--- config.mk ---
export PLATFORM = sky130hd
export DESIGN_NAME = vga_pixel_out
export DESIGN_NICKNAME = d
export VERILOG_FILES = /design/src/rtl/vga_pixel_out.sv
export SDC_FILE = /design/constraint.sdc
export NUM_CORES = 1
export LEC_CHECK = 0
export CORE_MARGIN = 8
export CORE_UTILIZATION = 40
export CTS_CLUSTER_DIAMETER = 150
export DETAILED_ROUTE_END_ITERATION = 7
export PLACE_DENSITY = 0.65
export SYNTH_ARGS = -nofsm -noshare
export SYNTH_HDL_FRONTEND = slang
export SYNTH_SLANG_ARGS = --single-unit
--- constraint.sdc ---
create_clock -name clk -period 1.9 [get_ports clk]
set_input_delay 0.38 -clock clk [delete_from_list [all_inputs] [get_ports clk]]
set_output_delay 0.38 -clock clk [all_outputs]
set_load 0.05 [all_outputs]
--- src/rtl/vga_pixel_out.sv ---
`default_nettype none
// ============================================================================
// Module   : vga_pixel_out
// Purpose  : 640x480@60 scan counters, sync/blank realignment to the object
//            mux latency, and RGB332 -> 4:4:4 expansion onto the VGA DAC pins.
// Revision : 1.0  initial release
// ============================================================================
module vga_pixel_out #(
    parameter int H_ACTIVE    = 640,
    parameter int H_FP        = 16,
    parameter int H_SYNC      = 96,
    parameter int H_BP        = 48,
    parameter int V_ACTIVE    = 480,
    parameter int V_FP        = 10,
    parameter int V_SYNC      = 2,
    parameter int V_BP        = 33,
    parameter int MUX_LATENCY = 1
) (
    input  logic        clk,
    input  logic        reset,
    output logic [10:0] pixelX,
    output logic [10:0] pixelY,
    output logic        startOfFrame,
    input  logic [7:0]  RGBIn,
    output logic [3:0]  red,
    output logic [3:0]  green,
    output logic [3:0]  blue,
    output logic        hSync,
    output logic        vSync,
    output logic        blankN
);

    localparam int H_TOTAL = H_ACTIVE + H_FP + H_SYNC + H_BP;
    localparam int V_TOTAL = V_ACTIVE + V_FP + V_SYNC + V_BP;

    localparam logic [10:0] c_h_last     = 11'(H_TOTAL - 1);
    localparam logic [10:0] c_v_last     = 11'(V_TOTAL - 1);
    localparam logic [10:0] c_h_active   = 11'(H_ACTIVE);
    localparam logic [10:0] c_v_active   = 11'(V_ACTIVE);
    localparam logic [10:0] c_hs_start   = 11'(H_ACTIVE + H_FP);
    localparam logic [10:0] c_hs_end     = 11'(H_ACTIVE + H_FP + H_SYNC);
    localparam logic [10:0] c_vs_start   = 11'(V_ACTIVE + V_FP);
    localparam logic [10:0] c_vs_end     = 11'(V_ACTIVE + V_FP + V_SYNC);
    // Flag word layout {active, hs_n, vs_n}; idle value keeps syncs high.
    localparam logic [2:0]  c_flags_idle = 3'b011;

    logic [10:0] r_h_cnt;
    logic [10:0] r_v_cnt;
    logic        w_active;
    logic        w_hs_n;
    logic        w_vs_n;
    logic [2:0]  w_flags;
    logic [2:0]  w_flags_dly;
    logic [2:0]  r_pipe [MUX_LATENCY];

    always_ff @(posedge clk or posedge reset) begin
        if (reset) begin
            r_h_cnt <= '0;
            r_v_cnt <= '0;
        end else if (r_h_cnt == c_h_last) begin
            r_h_cnt <= '0;
            if (r_v_cnt == c_v_last) begin
                r_v_cnt <= '0;
            end else begin
                r_v_cnt <= r_v_cnt + 11'd1;
            end
        end else begin
            r_h_cnt <= r_h_cnt + 11'd1;
        end
    end

    assign pixelX       = r_h_cnt;
    assign pixelY       = r_v_cnt;
    assign startOfFrame = (r_h_cnt == 11'd0) && (r_v_cnt == 11'd0);

    assign w_active = (r_h_cnt < c_h_active) && (r_v_cnt < c_v_active);
    assign w_hs_n   = !((r_h_cnt >= c_hs_start) && (r_h_cnt < c_hs_end));
    assign w_vs_n   = !((r_v_cnt >= c_vs_start) && (r_v_cnt < c_vs_end));
    assign w_flags  = {w_active, w_hs_n, w_vs_n};

    // Delay the timing flags so they meet the mux pixel for the same coordinate.
    for (genvar i = 0; i < MUX_LATENCY; i++) begin : g_stage
        always_ff @(posedge clk or posedge reset) begin
            if (reset) begin
                r_pipe[i] <= c_flags_idle;
            end else if (i == 0) begin
                r_pipe[i] <= w_flags;
            end else begin
                r_pipe[i] <= r_pipe[(i == 0) ? 0 : i - 1];
            end
        end
    end

    assign w_flags_dly = r_pipe[MUX_LATENCY - 1];

    always_ff @(posedge clk or posedge reset) begin
        if (reset) begin
            red    <= 4'h0;
            green  <= 4'h0;
            blue   <= 4'h0;
            hSync  <= 1'b1;
            vSync  <= 1'b1;
            blankN <= 1'b0;
        end else begin
            blankN <= w_flags_dly[2];
            hSync  <= w_flags_dly[1];
            vSync  <= w_flags_dly[0];
            if (w_flags_dly[2]) begin
                red   <= {RGBIn[7:5], RGBIn[7]};
                green <= {RGBIn[4:2], RGBIn[4]};
                blue  <= {RGBIn[1:0], RGBIn[1:0]};
            end else begin
                red   <= 4'h0;
                green <= 4'h0;
                blue  <= 4'h0;
            end
        end
    end

endmodule
`default_nettype wire

==> flow_summary.yaml <==
cts:
  cts_sinks: 36
  htree_levels: 2
  insertion_delay_ps: 300
  path_clk_slew_ps: 90
  cts-buffers-inserted: 5
  cts-root-buf: "clkbuf_8"
  ctsHoldBuffers: 0
  clock_path_buffers: 2
  tritoncts: "done"
min_path:
  min_from: "r_pipe[1]"
  holdCritPathClass: "reg2reg"
logic_synthesis:
  synth_top_area_cell: "dfrtp_1"
  synth_top_area_share_pct: 48.6
  avgSynthCellArea_um2: 10.8
  synth_edf_count: 0
  synthTopCellsByArea: "dfrtp_1 (49%), dfstp_2 (6.4%), xor2_1 (4.8%), and2_1 (3.4%), ha_1 (3.0%)"
  synthFlopType: "dfrtp_1"
  syn-num-nets: 167
  synth.distinct_cells: 34
  ys_ff_latch: 36
  synthCells: 153
  ys_warn_count: 0
  synth-async-reset-ratio_pct: 100
  yosys-top-cells-count: "dfrtp_1 (32), nor2_1 (12), nand3_1 (10)"
  syn_area_um2: 1650
  seq_area_frac_synth_pct: 55.0
  post-synth-top-count-cell: "dfrtp_1"
placed_design:
  dp_slack_ps: 175
  hpwl_um: 2990
  io_buffer_count: 47
  routabilityCongestion: 0.825
layout:
  fillCellCount: 347
  drive_above_1_share_pct: 31.8
  antennaDiodeCount: 0
  fin_nets: 227
  syn_to_final_growth_pct: 42.8
  utilization_pct: 59.2
timing:
  finalSetupViolations: 1
  finalSetupTns_ps: -37.2
  hold_viol_final: 0
  slew_viol_final: 0
  min_period_ps: 1940
  rsz0062_at_grt: "yes"
  clock_skew_ps: 18.0
  fin_crit_sh_pct: 102
  fin_ws_ps: -37.2
  max_slew_margin_pct: 66.5
  whs_ps: 356
  fmax_mhz: 516
  worst_slew_pin_slew_ps: 502
critical_path:
  criticalPathCategory: "reg2out"
  critPathCaptureType: "output port"
  cp_max_fo: 3
  reg2reg_from: "pixelX[0]"
  worstPathCellList: "inv_2 -> ha_4 -> nor2b_4 -> nand3_2 -> nor3_4 -> buf_12"
  start_kind: "flop"
  cp.required_ps: 1520
  crit_path_start: "pixelY[1]"
  slowest_delay_ps: 410
  cp_slowest_cell: "dfrtp_1"
  arrival_ps: 1560
die:
  row_count: 23
  die_w_um: 80.2
  die_height_um: 80.2
  ios: 48
  start_util_pct: 41.5
  die_area_um2: 6430
  core_um2: 3970
detailed_routing:
  drc: 0
  routed_via_density: 5.06
  wl_per_cell_um: 15.6
  wl_um: 4110
  vias: 1335
  drt_iter0_markers: 60
  firstDrtPassIters: 4
  ant_nets: 0
global_route:
  antenna_found_initial: 0
  grtUsageTotal_pct: 13.1
  grt_overflow: 0
  grt_pass1_wl_um: 6530
  grt_max_degree: 37
  grt_pass1_vias: 1326
pwr:
  power.density_nw_per_um2: 666
  report.power.total_mw: 1.57
  p_leak_nw: 1.12
  irDropWorstVdd_v: 0.000429
status:
  violations: "setup timing"
  status: "complete, but fails checks"
job:
  drv_cap: 0
[final timing paths]
check                                to  slack, ps  depth (start not counted)
setup / recovery           startOfFrame        -40                          6
hold / removal                    hSync        360                          0
setup reg to reg              pixelY[9]        180                          5
hold reg to reg                   hSync        360                          0
max in group asynchronous     pixelX[4]       1060                          3
min in group asynchronous     pixelY[9]        480                          3
[cells in the final DEF, fill, tap and decap left out, types with 4 or more instances in the layout]
cell and instances:
buf_4 37, dfrtp_1 27, clkdlybuf4s50_1 22, nor2_1 12
nand2_1 9, nand3_1 9, xor2_1 9, and2_1 9
nand4_1 6, o21ai_0 6, nor3_1 6, inv_1 5
clkbuf_8 5, dfrtp_2 5, xnor2_1 4, dfstp_2 4
[sequential cells by signal, summed over array words and instances (netlist names)]
register / count
green: 3
blankN: 1
red: 3
pixelX: 11
blue: 2
hSync: 1
r_pipe: 3
vSync: 1
pixelY: 11
[area by class of cell]
cell class	count	area, um2	share of cell area (%)
clock buffers	5	68.8	2.93
clock inverters	3	42.5	1.81
inverters	7	26.3	1.12
multi-input cells	103	721	30.7
flip-flops and latches	36	912	38.8
well taps	50	62.6	2.66
repair buffers	60	518	22.0
[logic make-up (layout without fill, tap and decap cells)]
logic type      count (synthesis)  in the layout  synth area share (%)
simple gates                   73             73                  26.0
flops                          36             36                  55.0
buf+inv                        14             75                  4.41
xor+xnor                       13             13                  6.91
compound gates                 12             12                  4.03
fa+ha+maj                       4              4                  3.04
mux                             1              1                 0.608
[repair_timing]
action                                  in CTS  in global routing
endpoints found under the setup margin       1                  1
pin swaps                                    4                  2
buffers inserted                             1                  6
resized for setup                            3                  8
[where the power goes]
group	internal (mW)	switching (mW)	total [mW]
registers	0.775	0.00293	0.778
logic	0.0432	0.0716	0.115
clock network	0.388	0.284	0.672
[stage by stage]
stage               area (um2)  instances
floorplan                 1660        153
global placement          2140        249
detailed placement        2140        249
CTS                       2280        258
global route              2350        264
finish                    2350        264
[critical path: cells and delay by family (launching register included)]
| kind | cells | cell delay, ps |
|---|---|---|
| simple gates | 3 | 460 |
| flops | 1 | 410 |
| buf+inv | 2 | 260 |
| fa+ha+maj | 1 | 120 |
[routing by layer]
layer  vias up  part of all wire [%]  wire length (um)  global-route usage, %
li1        643                     -                 -                      -
met4         0                   1.1                47                   5.09
met5         -                     0                 0                      0
met2        55                    47              1930                   19.9
met1       631                    42              1740                   15.9
met3         6                   9.5               390                   5.80
No activity file was read; power rests on OpenSTA's default activity.
